`src/rtl/exu_muldiv_ysyx23060136_if.sv`:
```
// EX stage <-> RV32M multiply/divide unit signal bundle.
// The EX stage is the master; the muldiv unit is the slave.
interface exu_muldiv_ysyx23060136_if;
  logic        EXU_i_commit;
  logic        EXU_i_muldiv;
  logic [2:0]  EXU_i_funct3;
  logic [31:0] EXU_i_rs1_data;
  logic [31:0] EXU_i_rs2_data;
  logic        EXU_i_hold;
  logic        MULDIV_i_kill;
  logic        MULDIV_o_stall;
  logic        MULDIV_o_done;
  logic [31:0] MULDIV_o_result;

  modport master (
    output EXU_i_commit, EXU_i_muldiv, EXU_i_funct3, EXU_i_rs1_data,
           EXU_i_rs2_data, EXU_i_hold, MULDIV_i_kill,
    input  MULDIV_o_stall, MULDIV_o_done, MULDIV_o_result
  );

  modport slave (
    input  EXU_i_commit, EXU_i_muldiv, EXU_i_funct3, EXU_i_rs1_data,
           EXU_i_rs2_data, EXU_i_hold, MULDIV_i_kill,
    output MULDIV_o_stall, MULDIV_o_done, MULDIV_o_result
  );
endinterface

```
`src/rtl/exu_muldiv_ysyx23060136.sv`:
```
// Iterative RV32M unit: radix-2 shift-add multiply and restoring divide on
// operand magnitudes, 32 CALC cycles plus one FIX cycle that applies signs.
// Divide-by-zero and signed overflow bypass the iteration entirely.
module exu_muldiv_ysyx23060136 (
  input  logic                          clk,
  input  logic                          rst,   // active-low, asynchronous
  exu_muldiv_ysyx23060136_if.slave      bus
);

  typedef enum logic [1:0] {S_IDLE, S_CALC, S_FIX, S_DONE} state_t;

  state_t      state, state_nxt;
  logic [4:0]  cnt;
  logic [63:0] acc;       // mul: {partial hi, multiplier}; div: {remainder, quotient}
  logic [31:0] opnd;      // mul: multiplicand magnitude; div: divisor magnitude
  logic        sign_a, sign_b;
  logic [2:0]  f3_q;
  logic [31:0] result_q;

  // Operand decode for the instruction currently presented by EX
  logic [2:0]  f3;
  logic [31:0] rs1, rs2;
  logic        is_div_in, sa_in, sb_in, div_zero, div_ovf, fast;
  logic [31:0] a_mag_in, b_mag_in, fast_result;
  logic        start, stall;

  assign f3        = bus.EXU_i_funct3;
  assign rs1       = bus.EXU_i_rs1_data;
  assign rs2       = bus.EXU_i_rs2_data;
  assign is_div_in = f3[2];
  // a is signed for MULH/MULHSU/DIV/REM, b for MULH/DIV/REM
  assign sa_in     = rs1[31] & ((f3 == 3'b001) | (f3 == 3'b010) | (f3 == 3'b100) | (f3 == 3'b110));
  assign sb_in     = rs2[31] & ((f3 == 3'b001) | (f3 == 3'b100) | (f3 == 3'b110));
  assign a_mag_in  = sa_in ? -rs1 : rs1;
  assign b_mag_in  = sb_in ? -rs2 : rs2;
  assign div_zero  = is_div_in & (rs2 == 32'd0);
  assign div_ovf   = is_div_in & ~f3[0] & (rs1 == 32'h8000_0000) & (rs2 == 32'hFFFF_FFFF);
  assign fast      = div_zero | div_ovf;
  // f3[1] selects REM/REMU over DIV/DIVU
  assign fast_result = div_zero ? (f3[1] ? rs1 : 32'hFFFF_FFFF)
                                : (f3[1] ? 32'd0 : 32'h8000_0000);

  // Gating with rst keeps stall low while reset is asserted
  assign start = rst & (state == S_IDLE) & bus.EXU_i_commit & bus.EXU_i_muldiv & ~bus.MULDIV_i_kill;

  // One iteration step for each operation class
  logic [32:0] mul_sum, div_trial;
  logic [63:0] mul_next, div_next;
  assign mul_sum   = {1'b0, acc[63:32]} + (acc[0] ? {1'b0, opnd} : 33'd0);
  assign mul_next  = {mul_sum, acc[31:1]};
  assign div_trial = acc[63:31] - {1'b0, opnd};
  assign div_next  = div_trial[32] ? {acc[62:0], 1'b0}
                                   : {div_trial[31:0], acc[30:0], 1'b1};

  // Sign fix-up of the raw magnitude result
  logic [63:0] prod_fix;
  logic [31:0] quo_fix, rem_fix, fix_result;
  assign prod_fix = (sign_a ^ sign_b) ? -acc : acc;
  assign quo_fix  = (sign_a ^ sign_b) ? -acc[31:0] : acc[31:0];
  assign rem_fix  = sign_a ? -acc[63:32] : acc[63:32];

  // Select the architectural result from the fixed-up product/quotient/remainder
  always_comb begin
    // NOTE: every always_comb output gets a default first so no path can infer a latch.
    fix_result = rem_fix;
    case (f3_q)
      3'b000:                 fix_result = prod_fix[31:0];
      3'b001, 3'b010, 3'b011: fix_result = prod_fix[63:32];
      3'b100, 3'b101:         fix_result = quo_fix;
      default:                fix_result = rem_fix;
    endcase
  end

  // State register
  always_ff @(posedge clk or negedge rst) begin
    // NOTE: sequential state uses non-blocking assignments so all flops update together.
    if (!rst) state <= S_IDLE;
    else      state <= state_nxt;
  end

  // Next-state and handshake outputs
  always_comb begin
    state_nxt = state;
    stall     = start;
    case (state)
      S_IDLE: if (start) state_nxt = fast ? S_DONE : S_CALC;
      S_CALC: begin
        stall = ~bus.MULDIV_i_kill;
        if (bus.MULDIV_i_kill)   state_nxt = S_IDLE;
        else if (cnt == 5'd31)   state_nxt = S_FIX;
      end
      S_FIX: begin
        stall     = ~bus.MULDIV_i_kill;
        state_nxt = bus.MULDIV_i_kill ? S_IDLE : S_DONE;
      end
      S_DONE: if (bus.MULDIV_i_kill || !bus.EXU_i_hold) state_nxt = S_IDLE;
      default: state_nxt = S_IDLE;
    endcase
  end

  // Datapath: latch operands on start, iterate in CALC, latch result in FIX
  always_ff @(posedge clk or negedge rst) begin
    if (!rst) begin
      cnt      <= 5'd0;
      acc      <= 64'd0;
      opnd     <= 32'd0;
      sign_a   <= 1'b0;
      sign_b   <= 1'b0;
      f3_q     <= 3'd0;
      result_q <= 32'd0;
    end else if (start) begin
      cnt    <= 5'd0;
      sign_a <= sa_in;
      sign_b <= sb_in;
      f3_q   <= f3;
      opnd   <= is_div_in ? b_mag_in : a_mag_in;
      acc    <= {32'd0, is_div_in ? a_mag_in : b_mag_in};
      if (fast) result_q <= fast_result;
    end else if (state == S_CALC && !bus.MULDIV_i_kill) begin
      acc <= f3_q[2] ? div_next : mul_next;
      cnt <= cnt + 5'd1;
    end else if (state == S_FIX && !bus.MULDIV_i_kill) begin
      result_q <= fix_result;
    end
  end

  assign bus.MULDIV_o_stall  = stall;
  assign bus.MULDIV_o_done   = (state == S_DONE);
  assign bus.MULDIV_o_result = result_q;

endmodule
```
`src/flat_wrapper.sv`:
```
// flat-port wrapper written by rule: the top's interface ports become plain ports
module exu_muldiv_ysyx23060136_flat 
  (clk, rst, bus_EXU_i_commit, bus_EXU_i_muldiv, bus_EXU_i_funct3, bus_EXU_i_rs1_data, bus_EXU_i_rs2_data, bus_EXU_i_hold, bus_MULDIV_i_kill, bus_MULDIV_o_stall, bus_MULDIV_o_done, bus_MULDIV_o_result);
  exu_muldiv_ysyx23060136_if bus_i ();
  input  logic clk;
  input  logic rst;
  input wire logic [$bits(bus_i.EXU_i_commit)-1:0] bus_EXU_i_commit;
  input wire logic [$bits(bus_i.EXU_i_muldiv)-1:0] bus_EXU_i_muldiv;
  input wire logic [$bits(bus_i.EXU_i_funct3)-1:0] bus_EXU_i_funct3;
  input wire logic [$bits(bus_i.EXU_i_rs1_data)-1:0] bus_EXU_i_rs1_data;
  input wire logic [$bits(bus_i.EXU_i_rs2_data)-1:0] bus_EXU_i_rs2_data;
  input wire logic [$bits(bus_i.EXU_i_hold)-1:0] bus_EXU_i_hold;
  input wire logic [$bits(bus_i.MULDIV_i_kill)-1:0] bus_MULDIV_i_kill;
  output wire logic [$bits(bus_i.MULDIV_o_stall)-1:0] bus_MULDIV_o_stall;
  output wire logic [$bits(bus_i.MULDIV_o_done)-1:0] bus_MULDIV_o_done;
  output wire logic [$bits(bus_i.MULDIV_o_result)-1:0] bus_MULDIV_o_result;
  assign bus_i.EXU_i_commit = bus_EXU_i_commit;
  assign bus_i.EXU_i_muldiv = bus_EXU_i_muldiv;
  assign bus_i.EXU_i_funct3 = bus_EXU_i_funct3;
  assign bus_i.EXU_i_rs1_data = bus_EXU_i_rs1_data;
  assign bus_i.EXU_i_rs2_data = bus_EXU_i_rs2_data;
  assign bus_i.EXU_i_hold = bus_EXU_i_hold;
  assign bus_i.MULDIV_i_kill = bus_MULDIV_i_kill;
  assign bus_MULDIV_o_stall = bus_i.MULDIV_o_stall;
  assign bus_MULDIV_o_done = bus_i.MULDIV_o_done;
  assign bus_MULDIV_o_result = bus_i.MULDIV_o_result;
  exu_muldiv_ysyx23060136 u_core (.clk(clk), .rst(rst), .bus(bus_i));
endmodule
```
`config.mk`:
```
export PLATFORM = sky130hd
export DESIGN_NAME = exu_muldiv_ysyx23060136_flat
export DESIGN_NICKNAME = d
export VERILOG_FILES = /design/src/rtl/exu_muldiv_ysyx23060136_if.sv /design/src/rtl/exu_muldiv_ysyx23060136.sv /design/src/flat_wrapper.sv
export SDC_FILE = /design/constraint.sdc
export NUM_CORES = 1
export LEC_CHECK = 0
export CELL_PAD_IN_SITES_DETAIL_PLACEMENT = 0
export CELL_PAD_IN_SITES_GLOBAL_PLACEMENT = 1
export CORE_MARGIN = 3
export CORE_UTILIZATION = 40
export CTS_CLUSTER_DIAMETER = 60
export DETAILED_ROUTE_END_ITERATION = 10
export GPL_ROUTABILITY_DRIVEN = 1
export PLACE_DENSITY_LB_ADDON = 0.08
export SETUP_SLACK_MARGIN = 0.4
export SYNTH_ARGS = -nofsm -noshare
export SYNTH_HDL_FRONTEND = slang
export SYNTH_SLANG_ARGS = --single-unit
```
`constraint.sdc`:
```
create_clock -name clk -period 10.49 [get_ports clk]
set_input_delay 2.098 -clock clk [delete_from_list [all_inputs] [get_ports clk]]
set_output_delay 2.098 -clock clk [all_outputs]
set_load 0.02 [all_outputs]
```
**Word-level counts from Yosys, hierarchy flattened**

Index checks and enable logic that the tools add are counted.

- Input bits: 73
- Logic and storage cells: 100
- Register bits: 140

- Reduce and logical (&&, ||, !) cells: 15
- Eq/ne operators: 20
- Bitwise gates (word level): 19
- Mux-type cells: 30
- Add/subtract/negate cells: 8

Operators with widths:

| cell | number |
|---|---|
| 2-to-1 mux 32 bit | 14 |
| 2-to-1 mux 64 bit | 5 |
| negator 32 bit | 4 |
| case mux 32 bit (3 select lines) | 1 |
| equality test 32 bit (second input constant) | 2 |
| negator 64 bit | 1 |
| adder 32 x 33 -> 33 bit | 1 |
| subtractor 33 x 32 -> 33 bit | 1 |
| logical NOT 32 bit | 1 |
| equality test 3 bit (second input constant) | 4 |
| 2-to-1 mux 2 bit | 6 |
| AND 1 bit | 10 |
| 2-to-1 mux 5 bit | 2 |
| equality test 3 x 2 -> 1 bit (second input constant) | 3 |
| inequality test 2 x 1 -> 1 bit (second input constant) | 4 |
| case mux 2 bit (4 select lines) | 1 |
| equality test 3 x 1 -> 1 bit (second input constant) | 2 |
| OR 1 bit | 6 |
| AND reduction 3 bit | 2 |
| adder 5 x 1 -> 5 bit (second input constant) | 1 |
| equality test 5 bit (second input constant) | 1 |
| equality test 2 bit (second input constant) | 2 |
| nonzero test 2 bit | 2 |
| OR reduction 2 bit | 2 |
| other kinds (11) | 14 |

**Logic depth before layout (Yosys ltp)**

- Depth after elaboration: 8
- Gate-level depth with buffers: 15

**Worst setup path before layout**

OpenSTA, ideal clock, no wires.

- Path type: input port to output port
- Start point: in bus_MULDIV_i_kill
- End point: out bus_MULDIV_o_stall
- Data arrival time: 3367 ps
- Stages: 6
- Path slack: 5025 ps
- Path buffers: 3
- Cell sequence: nor2b_1 -> nand4_1 -> clkbuf_1 -> clkbuf_1 -> buf_1 -> o21ai_0

- Longest elaborated chain between the ends: 3

Ends and longest elaborated chain:

| element | RTL line | text |
|---|---|---|
| start: declaration | flat_wrapper.sv:13 | `input wire logic [$bits(bus_i.MULDIV_i_kill)-1:0] bus_MULDIV_i_kill;` |
| NOT 1 bit * | exu_muldiv_ysyx23060136.sv:44, exu_muldiv_ysyx23060136.sv:88, exu_muldiv_ysyx23060136.sv:93 |  |
| AND 1 bit | exu_muldiv_ysyx23060136.sv:44 | `assign start = rst & (state == S_IDLE) & bus.EXU_i_commit & bus.EXU_i_muldiv & ~bus.MULDIV_i_kill;` |
| 2-to-1 mux 1 bit * | n/a |  |
| end: declaration | flat_wrapper.sv:14 | `output wire logic [$bits(bus_i.MULDIV_o_stall)-1:0] bus_MULDIV_o_stall;` |

Mark *: on every way between the ends. The rest lies on a longest branch, timed or not.

**Final worst setup path**

Ends and elaborated chain as after synthesis.

==> impl_metrics.csv <==
group,metric,value,unit
status,run_status,"completed",
routing,wl,62500,um
floorplanning,floorplan.initialDensity,40.8,%
logic_synthesis,syn_inst,2054,
pwr,p_comb_share,71.6,%
global_routing,grt_max_degree,86,
pwr,p_leak,6.94,nW
routing,vias,16000,
sta,slew_viol_final,0,
clock_tree,clockBufferDepth,2,
logic_synthesis,netlist.area_leader.share,23.3,%
sta,min_period,6230,ps
clock_tree,cts.clk_slew.worst_paths,60,ps
layout,fin_util,46.1,%
logic_synthesis,yosysMostFrequentCell,"nor2_1",
logic_synthesis,synth_adder_area_share,6.60,%
clock_tree,hold_buffers,0,
worst_setup_path,cp-end-kind,"output pin",
worst_hold_path,hp-class,"flip-flop to flip-flop",
sta,slew_headroom,17.4,%
layout,finalNonFillerCells,2543,
clock_tree,cts_num_sinks,140,
logic_synthesis,synth-main-ff-cell,"dfrtp_1",
logic_synthesis,yosysSeqAreaShare,23.3,%
routing,dr.pass1.iters,6,
clock_tree,root_buffer,"clkbuf_16",
sta,setup_viol,0,
sta,max_freq,160,MHz
pwr,netSwitchingFraction,54.8,%
floorplanning,die_h,200,um
sta,rsz0062_at_grt,"false",
logic_synthesis,synth_commonest_cells,"nor2_1 (215), a21oi_1 (212), nand2_1 (211)",
logic_synthesis,synth_edf_count,0,
layout,fin_area,17000,sq um
placement,hpwlAfterDp,47800,um
worst_setup_path,cp-start-kind,"primary input",
pwr,clock_power_share,9.4,%
placement,dpl_cell_area,16400,sq um
sta,fin_tns_setup,0,ps
worst_setup_path,required,8390,ps
sta,whs,462,ps
logic_synthesis,synth-xor-area-share,10.7,%
logic_synthesis,synthTopCellsByArea,"dfrtp_1 (23%), a21oi_1 (7.1%), ha_1 (6.3%)",
routing,ant_nets,0,
clock_tree,postCtsSetupBuffers,0,
clock_tree,clk_latency,440,ps
flow_run,cap_violations,0,
logic_synthesis,synth_top_family_by_area,"compound AO/OA/AOI/OAI gates",
clock_tree,cts-htree-levels,4,
worst_setup_path,ff2ff_path_depth,14,
worst_setup_path,path_max_fanout,44,
global_routing,grt_pass1_wl,93600,um
logic_synthesis,yosys-mux-area-fraction,3.11,%
logic_synthesis,synth-compound-area-share,29.9,%
logic_synthesis,syn_nets,2205,
pwr,power_density,383,nW/um^2
routing,viasPerCell,6.30,
routing,drc,0,
clock_tree,cts_buffers,17,
logic_synthesis,yosys.area_share.simple,21.0,%
floorplanning,die_w,200,um
pwr,seqPwrFrac,19.0,%
global_routing,antenna_found_initial,0,
worst_setup_path,arrival,4140,ps
layout,drive_gt1_share,5.50,%
logic_synthesis,ys_types,78,
clock_tree,post_cts_resized,0,
floorplanning,rows,70,
logic_synthesis,async_flop_share,100,%
global_routing,grt_usage,30.8,%
placement,dp.cells,2511,
pwr,p_sw,0.00357,W
placement,port_buffers,106,
clock_tree,cts_tree,"yes",
pwr,vdd.ir_drop.worst,0.000210,V
worst_hold_path,worstHoldPathCells,2,
floorplanning,core,36800,sq um
logic_synthesis,synth_top_area_cell,"dfrtp_1",
floorplanning,boundaryPins,107,
layout,nets,2213,
placement,finalWeightedCongestion,0.925,
logic_synthesis,ys_ff_latch,140,
sta,tightestPinTransition,1240,ps
sta,hold_viol,0,
logic_synthesis,postSynthAreaPerCell,7.31,sq um
pwr,internal_power,0.00294,W
sta,clock-skew-final,7.31,ps
global_routing,grt_pass1_vias,14700,
sta,fin_crit_sh,59.4,%
routing,drt_iter0_markers,1890,
global_routing,grt_overflow,0,
worst_setup_path,path_class,"primary input to output pin",
logic_synthesis,yosysWarnings,0,
logic_synthesis,syn_area,15000,sq um
floorplanning,dieArea,39900,sq um
routing,drt-wirelength-per-cell,24.6,um
layout,areaGrowthSynthToFinish,13.1,%
-- critical path, stage by stage --
cell and delay (ps):
clkdlybuf4s50_1 600, nor2b_1 90, nand4_1 90, buf_4 460, o21ai_0 200, clkdlybuf4s50_1 580
-- final timing paths --
path                                           startpoint                        endpoint  slack (ps)
setup reg to reg                           u_core.acc[31]                  u_core.acc[44]        5630
setup / recovery                        bus_MULDIV_i_kill              bus_MULDIV_o_stall        4260
min in group asynchronous                             rst                  u_core.acc[39]        1610
max in group asynchronous                             rst                  u_core.f3_q[2]        7420
hold / removal             u_core.bus.MULDIV_o_result[15]  u_core.bus.MULDIV_o_result[15]         460
hold reg to reg            u_core.bus.MULDIV_o_result[15]  u_core.bus.MULDIV_o_result[15]         460
-- cells in the final DEF, fill, tap and decap left out, drive strengths merged, types with 10 or more instances in the layout --
master,netlist,final
ha,76,76
a31oi,30,30
clkdlybuf4s50,0,104
inv,61,63
o211ai,57,57
nand2,211,211
a21o,37,37
nand2b,23,23
or4,23,23
mux2i,41,41
xor2,96,96
a21oi,212,212
and3,18,18
a211oi,25,25
o221ai,22,22
nor2b,11,11
nand3,37,37
nor4,17,17
dfrtp,140,140
nand4,19,19
o21ai,202,202
o22ai,12,12
clkbuf,130,18
or3,17,17
o31ai,21,21
nor3,52,52
xnor2,87,87
o41ai,10,10
nor2,216,216
buf,19,34
a31o,13,13
-- cell type report --
| class | instances | area [sq um] |
|---|---|---|
| clock buffers | 18 | 429 |
| diodes | 1 | 2.50 |
| well taps | 468 | 586 |
| flip-flops and latches | 140 | 3500 |
| inverters | 63 | 236 |
| clock inverters | 13 | 143 |
| fillers | 3788 | 19800 |
| multi-input cells | 1702 | 10800 |
| repair buffers | 138 | 1300 |
-- flip-flops by register name (all words and copies together), names as in the netlist --
| name | count |
|---|---|
| u_core.acc | 64 |
| u_core.state | 2 |
| u_core.opnd | 32 |
| u_core.bus.MULDIV_o_result | 32 |
| u_core.cnt | 5 |
| u_core.sign_a | 1 |
| u_core.f3_q | 3 |
| u_core.sign_b | 1 |
-- per-stage QoR --
stage               setup WS [ps]  total power [W]
floorplan                    5030          0.00433
global placement             4320          0.00575
CTS                          4300          0.00641
global route                 4120          0.00698
finish                       4260          0.00650
detailed placement           4310          0.00578
-- layer usage --
layer	wire, um	vias up	GRT usage [%]
met5	0	-	0
met1	28800	7800	45.3
li1	-	7495	-
met3	5000	70	5.76
met4	1090	0	6.33
met2	27600	664	47.3
-- kinds of logic (layout without fill, tap and decap cells) --
family | after synthesis | count (layout)
AO/OA/AOI/OAI | 720 | 720
XOR/XNOR | 183 | 183
AND/OR/NAND/NOR | 675 | 675
multiplexers | 46 | 46
other | 0 | 1
buffers and inverters | 212 | 232
adder cells (fa/ha/maj) | 78 | 78
flip-flops | 140 | 140
-- power by group through the flow --
stage / registers, W / logic [W] / clock network [W]
finish: 0.00123 / 0.00466 / 0.000612
CTS: 0.00121 / 0.00458 / 0.000620
global route: 0.00126 / 0.00508 / 0.000644
detailed placement: 0.00122 / 0.00455 / 0
floorplan: 0.00104 / 0.00328 / 0
global placement: 0.00122 / 0.00453 / 0
(Power assumes the default switching activity.)
